**config.mk**
```make
export PLATFORM = sky130hd
export DESIGN_NAME = por_reset_sequencer
export DESIGN_NICKNAME = d
export VERILOG_FILES = /design/src/rtl/reset_seq_pkg.sv /design/src/rtl/reset_sync.sv /design/src/rtl/por_reset_sequencer.sv
export SDC_FILE = /design/constraint.sdc
export NUM_CORES = 1
export LEC_CHECK = 0
export CORE_ASPECT_RATIO = 1.25
export CORE_UTILIZATION = 25
export CTS_CLUSTER_SIZE = 20
export DETAILED_ROUTE_END_ITERATION = 10
export PLACE_DENSITY = 0.51
export SLEW_MARGIN = 20
export SYNTH_ARGS = -nofsm -noshare
export SYNTH_HDL_FRONTEND = slang
export SYNTH_SLANG_ARGS = --single-unit
```
**constraint.sdc**
```tcl
create_clock -name clk -period 5.65 [get_ports clk]
set_input_delay 1.13 -clock clk [delete_from_list [all_inputs] [get_ports clk]]
set_output_delay 1.13 -clock clk [all_outputs]
set_load 0.01 [all_outputs]
```
**src/rtl/reset_seq_pkg.sv**
```systemverilog
// Shared types for the power-on reset sequencer: FSM states,
// reset-cause encodings and a small elaboration helper.
package reset_seq_pkg;

    typedef enum logic [1:0] {
        WAIT_SYNC,
        STABLE,
        RELEASE,
        RUN
    } state_t;

    typedef enum logic [1:0] {
        CAUSE_NONE = 2'b00,
        CAUSE_POR  = 2'b01,
        CAUSE_SOFT = 2'b10,
        CAUSE_WDT  = 2'b11
    } cause_t;

    function automatic int unsigned max2(int unsigned a, int unsigned b);
        return (a > b) ? a : b;
    endfunction

endpackage

```
**src/rtl/reset_sync.sv**
```systemverilog
// Two-flop reset synchronizer: asynchronous assert, synchronous deassert.
// Reusable for any clock domain that needs a clean local reset.
module reset_sync (
    input  logic clk,
    input  logic rst_n,
    output logic sync_rst_n
);

    logic meta;

    always_ff @(posedge clk or negedge rst_n) begin
        if (!rst_n) begin
            meta       <= 1'b0;
            sync_rst_n <= 1'b0;
        end else begin
            meta       <= 1'b1;
            sync_rst_n <= meta;
        end
    end

endmodule

```
**src/rtl/por_reset_sequencer.sv**
```systemverilog
// Ordered release of per-domain resets after POR, soft reset or watchdog.
// Optional watchdog is built only when RESET_SEQ_WDT_EN is defined.
module por_reset_sequencer
    import reset_seq_pkg::*;
#(
    parameter int unsigned STABLE_CYCLES = 16,
    parameter int unsigned STAGE_GAP     = 4,
    parameter int unsigned NUM_STAGES    = 3,
    parameter int unsigned WDT_CYCLES    = 1024
) (
    input  logic                  clk,
    input  logic                  resetb,
    input  logic                  soft_rst_req,
    input  logic                  wdt_kick,
    output logic [NUM_STAGES-1:0] rst_n_stage,
    output logic                  ready,
    output logic [1:0]            rst_cause,
    output logic                  wdt_fired
);

    localparam int unsigned CW = $clog2(max2(STABLE_CYCLES, STAGE_GAP)) + 1;
    localparam int unsigned IW = (NUM_STAGES > 1) ? $clog2(NUM_STAGES) : 1;
    localparam logic [CW-1:0] STABLE_LAST = CW'(STABLE_CYCLES - 1);
    localparam logic [CW-1:0] GAP_LAST    = CW'(STAGE_GAP - 1);
    localparam logic [IW-1:0] IDX_LAST    = IW'(NUM_STAGES - 1);

    logic                  sync_rst_n;
    state_t                state, state_nx;
    logic [CW-1:0]         cnt, cnt_nx;
    logic [IW-1:0]         idx, idx_nx;
    logic [NUM_STAGES-1:0] stage_q, stage_nx;
    logic                  ready_q, ready_nx;
    cause_t                cause, cause_nx;
    logic                  wdt_expire;

    reset_sync u_sync (
        .clk        (clk),
        .rst_n      (resetb),
        .sync_rst_n (sync_rst_n)
    );

    always_ff @(posedge clk or negedge resetb) begin
        if (!resetb) begin
            state   <= WAIT_SYNC;
            cnt     <= '0;
            idx     <= '0;
            stage_q <= '0;
            ready_q <= 1'b0;
            cause   <= CAUSE_POR;
        end else begin
            state   <= state_nx;
            cnt     <= cnt_nx;
            idx     <= idx_nx;
            stage_q <= stage_nx;
            ready_q <= ready_nx;
            cause   <= cause_nx;
        end
    end

`ifdef RESET_SEQ_WDT_EN
    localparam int unsigned WW = $clog2(WDT_CYCLES) + 1;
    localparam logic [WW-1:0] WDT_LAST = WW'(WDT_CYCLES - 1);

    logic [WW-1:0] wdog, wdog_nx;
    logic          fired_q, fired_nx;

    always_ff @(posedge clk or negedge resetb) begin
        if (!resetb) begin
            wdog    <= '0;
            fired_q <= 1'b0;
        end else begin
            wdog    <= wdog_nx;
            fired_q <= fired_nx;
        end
    end

    // Counts only while in RUN; a kick on the expiry edge wins.
    always_comb begin
        wdog_nx    = '0;
        fired_nx   = fired_q;
        wdt_expire = 1'b0;
        if (state == RUN) begin
            if (wdt_kick) begin
                wdog_nx = '0;
            end else if (wdog == WDT_LAST) begin
                wdt_expire = 1'b1;
                fired_nx   = 1'b1;
            end else begin
                wdog_nx = wdog + WW'(1);
            end
        end
    end

    assign wdt_fired = fired_q;
`else
    localparam int unsigned unused_wdt_cycles = WDT_CYCLES;
    logic unused_kick;

    assign unused_kick = wdt_kick;
    assign wdt_expire  = 1'b0;
    assign wdt_fired   = 1'b0;
`endif

    always_comb begin
        state_nx = state;
        cnt_nx   = cnt;
        idx_nx   = idx;
        stage_nx = stage_q;
        ready_nx = ready_q;
        cause_nx = cause;

        unique case (state)
            WAIT_SYNC: begin
                if (sync_rst_n) begin
                    state_nx = STABLE;
                    cnt_nx   = '0;
                end
            end
            STABLE: begin
                if (cnt == STABLE_LAST) begin
                    state_nx    = RELEASE;
                    stage_nx[0] = 1'b1;
                    idx_nx      = '0;
                    cnt_nx      = '0;
                end else begin
                    cnt_nx = cnt + CW'(1);
                end
            end
            RELEASE: begin
                if (idx == IDX_LAST) begin
                    state_nx = RUN;
                    ready_nx = 1'b1;
                end else if (cnt == GAP_LAST) begin
                    idx_nx   = idx + IW'(1);
                    stage_nx = stage_q | (NUM_STAGES'(1) << idx_nx);
                    cnt_nx   = '0;
                end else begin
                    cnt_nx = cnt + CW'(1);
                end
            end
            RUN: begin
                ready_nx = 1'b1;
            end
        endcase

        // Soft request outranks the watchdog for the reported cause.
        if (state != WAIT_SYNC && (soft_rst_req || wdt_expire)) begin
            state_nx = STABLE;
            cnt_nx   = '0;
            idx_nx   = '0;
            stage_nx = '0;
            ready_nx = 1'b0;
            cause_nx = soft_rst_req ? CAUSE_SOFT : CAUSE_WDT;
        end
    end

    assign rst_n_stage = stage_q;
    assign ready       = ready_q;
    assign rst_cause   = cause;

endmodule

```
Yosys cells after proc, flatten, opt, wreduce, memory -nomap -nowiden
Cells that the tools add are included.
{"block": "totals", "ff_bits": 17, "latchBits": 0, "mem_count": 0, "output_inout_bits": 7, "mem_bits_ro": 0, "ram_bits": 0}
{"block": "classes", "n_shift": 1, "magnitude_cmp": 0, "n_mux": 26, "n_mul": 0, "n_reduce_logical": 13, "bitwise_logic": 1, "add_sub_neg": 2, "div": 0, "eq_ne": 12}
{"operator": "two-way mux 5 bit", "count": 5}
{"operator": "two-way mux 2 bit", "count": 9}
{"operator": "one-hot mux 5 bit (3 select lines)", "count": 1}
{"operator": "inequality test 3 bit (second input constant)", "count": 4}
{"operator": "two-way mux 3 bit", "count": 3}
{"operator": "AND reduction 4 bit", "count": 2}
{"operator": "== test 2 bit (second input constant)", "count": 3}
{"operator": "one-hot mux 2 bit (3 select lines)", "count": 1}
{"operator": "AND reduction 3 bit", "count": 2}
{"operator": "nonzero test 2 bit", "count": 3}
{"operator": "nonzero test 3 bit", "count": 2}
{"operator": "adder 5 x 1 -> 5 bit (second input constant)", "count": 1}
{"operator": "== test 5 x 2 -> 1 bit (second input constant)", "count": 1}
{"operator": "== test 5 x 4 -> 1 bit (second input constant)", "count": 1}
{"operator": "two-way mux 1 bit", "count": 4}
{"operator": "one-hot mux 1 bit (2 select lines)", "count": 2}
{"operator": "one-hot mux 2 bit (2 select lines)", "count": 1}
{"operator": "nonzero test 4 bit", "count": 1}
{"operator": "inequality test 3 x 2 -> 1 bit (second input constant)", "count": 1}
{"operator": "bitwise OR 3 bit", "count": 1}
{"operator": "left shift 1 x 2 -> 3 bit (first input constant)", "count": 1}
{"operator": "adder 2 x 1 -> 2 bit (second input constant)", "count": 1}
{"operator": "== test 2 x 1 -> 1 bit (second input constant)", "count": 1}
{"operator": "zero test 2 bit", "count": 1}
{"operator": "other kinds (3)", "count": 3}

Longest topological paths before layout
{"block": "depth", "ltp_word": 7, "ltp_mapped": 8, "mapped_depth_nobuf": 8}

Modules after synthesis
From an unflattened synthesis, not the netlist that was laid out.
{"block": "hier_totals", "hier_cells": 97, "area_unflattened_um2": 1016.0}
{"module": "por_reset_sequencer", "n_inst": 1, "area_each_um2": 962.2, "seq_area_each_um2": 376.6, "cells_each": 94}
{"module": "reset_sync", "n_inst": 1, "area_each_um2": 53.8, "seq_area_each_um2": 50.0, "cells_each": 3}

Worst setup path before layout
Ideal clock, no wire load.
{"block": "synth_path", "path_type": "input port to flip-flop", "startpoint": "input soft_rst_req", "endpoint": "register cnt[0]", "cell_stages": 5, "setup_slack_ns": 3.492, "n_path_buf": 1, "arrival_ns": 2.092, "cell_sequence": "nand2b_1 clkbuf_2 and3_2 nor4b_2 mux2_2"}
{"block": "synth_via", "elab_chain_len": 3, "word_cells_on_any_way": 6}
{"item": "from (decl)", "line": "por_reset_sequencer.sv:13", "rtl": "input logic soft_rst_req,"}
{"item": "logical AND 1 bit (*)", "line": "por_reset_sequencer.sv:147", "rtl": "if (state != WAIT_SYNC && (soft_rst_req || wdt_expire)) begin"}
{"item": "inequality test 3 bit (no line), or another cell as far along"}
{"item": "AND reduction 3 bit (no line)"}
{"item": "to (signal assigned)", "line": "por_reset_sequencer.sv:52", "rtl": "cnt <= cnt_nx;"}
{"item": "to (decl)", "line": "por_reset_sequencer.sv:29", "rtl": "logic [CW-1:0] cnt, cnt_nx;"}
Every way passes the cells marked *; elsewhere a longest branch is shown, timed or not.
A chain may end at the register's enable or synchronous reset.

Worst setup path in the final report
Same ends and word-level chain as after synthesis.

==> metrics.yaml <==
synthesis:
  syn_area_per_cell_um2: 10.1
  synth-compound-area-share_pct: 17.1
  synthXorXnorAreaFrac_pct: 0
  ys_types: 37
  yosysSeqAreaShare_pct: 40.2
  muxShareOfSynthArea_pct: 4.00
  ys_seq_elements: 17
  synthAdderAreaFrac_pct: 15.3
  netlist_area_um2: 1060
  synthCells: 105
  synth_top_family_by_area: "compound AO/OA/AOI/OAI gates"
  synthSimpleGateAreaFrac_pct: 17.0
  synth_warnings: 0
  synth_nets: 122
placement:
  dp_hpwl_um: 1490
  placement.cell_area_um2: 1190
  port_buffers: 8
  gp_congestion: 0.841
  dp_cells: 166
drt:
  viasPerCell: 4.66
  firstDrtPassIters: 4
  wl_um: 1990
  wl_per_cell_um: 11.7
  drtIter0Drc: 48
  drc: 0
  vias: 793
  ant_nets: 0
cts:
  cts_tree: "done"
  clk_latency_ns: 0.25
  cts_setup_buffers: 0
  cts_resized: 0
  ctsHoldBuffers: 0
  cts_buffers: 3
  clkSinkCount: 17
  htreeDepth: 1
  clk_pin_slew_ns: 0.07
  clockRootBuffer: "clkbuf_8"
  clock_path_buffers: 2
critical_path:
  critPathRequiredTime_ns: 5.84
  worstReg2RegStart: "state[0]$_DFFE_PN0P_"
  arrival_ns: 2.88
  timing.rr.end: "cnt[0]$_DFFE_PN0P_"
  worstSetupStartpoint: "soft_rst_req"
  r2r_setup_slack_ns: 3.53
  endpoint_kind: "flop"
  r2r_cells: 6
  crit_fanout: 9
  worstSetupPathType: "input port to flop"
  start_kind: "input port"
  cp-endpoint: "cnt[0]$_DFFE_PN0P_"
sta:
  fmax_ghz: 0.372
  skew_ns: 0.00214
  fin_crit_ns: 2.69
  slew_viol_final: 0
  hold_viol: 0
  relSlewSlack_pct: 48.7
  tightest_slew_ns: 0.767
  setup_viol: 0
  rsz0062_at_grt: "no"
  setup_tns_ns: 0
  finalCritPeriodShare_pct: 47.6
floorplanning:
  die_w_um: 60.3
  die_h_um: 74.9
  ios: 11
  rows: 26
  core-area_um2: 4070
  dieArea_um2: 4520
  start_util_pct: 26.1
finish:
  layout_common_cells: "16 x dfrtp_1, 13 x ha_1, 11 x inv_1, 8 x clkdlybuf4s50_1, 7 x nand2_1"
  stdcell_area_um2: 1240
  finalNetCount: 132
  stdcell_count: 170
  drive_gt1_share_pct: 12.3
  syn2layout_area_growth_pct: 16.5
  final_common_cell: "dfrtp_1"
  fillers: 437
  antenna_cells: 0
power_and_ir_drop:
  leakagePower_nw: 0.553
  ir_drop_mv: 0.0808
  power_density_nw_per_um2: 354
hold_path:
  worstHoldPathType: "flop to flop"
  hold_depth: 0
flow_run:
  maxCapViolations: 0
global_routing:
  grt_usage_pct: 10.4
  grt_max_degree: 18
  overflow: 0
  grt_pass1_vias: 825
  grt_pass1_wl_um: 3480
  antenna_found_initial: 0
run_status:
  run_status: "complete, no violations"
report_power, final:
| part | internal (W) | switching [W] |
|---|---|---|
| Clock | 0.0000500 | 0.0000415 |
| Combinational | 0.0000812 | 0.000105 |
| Sequential | 0.000143 | 0.0000175 |
worst max-delay path, stage by stage:
cell,delay [ns]
clkdlybuf4s50_1,0.56
nand2b_1,0.24
and3_2,0.30
nor4b_2,0.43
mux2_2,0.23
synth_stat cells (all sizes together):
master  number  area share [%]
mux2         2             2.1
mux2i        2             1.9
a32o         1            0.94
and3         2             1.3
nor4b        1             1.4
a21oi        7             4.4
nor2         4             1.4
o311ai       1            0.82
clkbuf       1            0.47
inv         11             3.9
or2          1            0.59
o21ai        4             1.9
conb         2            0.71
a21boi       1            0.71
ha          13              15
dfrtp       16              38
nand2b       4             2.4
and2b        2             1.5
a41oi        1            0.82
nor2b        1            0.59
o21a         1            0.71
a22o         2             1.9
nand4        1            0.59
nand3        4             1.9
nand2        7             2.5
o221ai       3             2.5
nor3         2            0.94
and2         1            0.59
a221o        1            0.94
o211ai       1            0.71
a32oi        1            0.82
buf          2             1.4
or4b         1             1.3
dfstp        1             2.5
per-layer routing:
layer  vias up  share of wire [%]  track usage, %
li1        382                  -               -
met1       391                 44            10.7
met2        14                 50            19.0
met3         6                2.5            1.72
met4         0                3.3            6.46
met5         -                  0               0
sequential cells by signal, indices dropped and copies added (netlist names):
register           cells
state                  2
u_sync.sync_rst_n      1
ready                  1
rst_n_stage            3
u_sync.meta            1
rst_cause              2
cnt                    5
idx                    2
cell families (layout without fill, tap and decap cells):
group           count (synthesis)  after routing
simple gates                   31             31
flops                          17             17
mux                             4              4
compound gates                 24             24
other cells                     2              2
buf+inv                        14             23
fa+ha+maj                      13             13
how the worst min path moves through the flow:
stage,end,slack (ns),start
floorplan,u_sync.sync_rst_n$_DFF_PN0_,0.33,u_sync.meta$_DFF_PN0_
global placement,u_sync.sync_rst_n$_DFF_PN0_,0.33,u_sync.meta$_DFF_PN0_
detailed placement,u_sync.sync_rst_n$_DFF_PN0_,0.34,u_sync.meta$_DFF_PN0_
CTS,u_sync.sync_rst_n$_DFF_PN0_,0.35,u_sync.meta$_DFF_PN0_
global route,u_sync.sync_rst_n$_DFF_PN0_,0.36,u_sync.meta$_DFF_PN0_
finish,u_sync.sync_rst_n$_DFF_PN0_,0.35,u_sync.meta$_DFF_PN0_
through the flow:
step	total power (W)	setup slack [ns]	hold slack [ns]	utilization [%]
floorplan	0.000296	3.49	0.331	-
global placement	0.000350	2.73	0.335	29.3
detailed placement	0.000350	2.72	0.337	29.3
CTS	0.000443	2.96	0.353	30.4
global route	0.000475	2.82	0.356	30.4
finish	0.000438	2.96	0.350	30.4
layout make-up:
cell class / instances / area [um^2] / area share [%]
tap: 56 / 70.1 / 5.66
sequential: 17 / 427 / 34.5
timing repair buffer: 8 / 80.1 / 6.47
clock buffer: 4 / 45.0 / 3.64
inverter: 11 / 41.3 / 3.34
multi-input combinational: 74 / 574 / 46.4
Note: power is estimated with default switching activity, not from simulation.
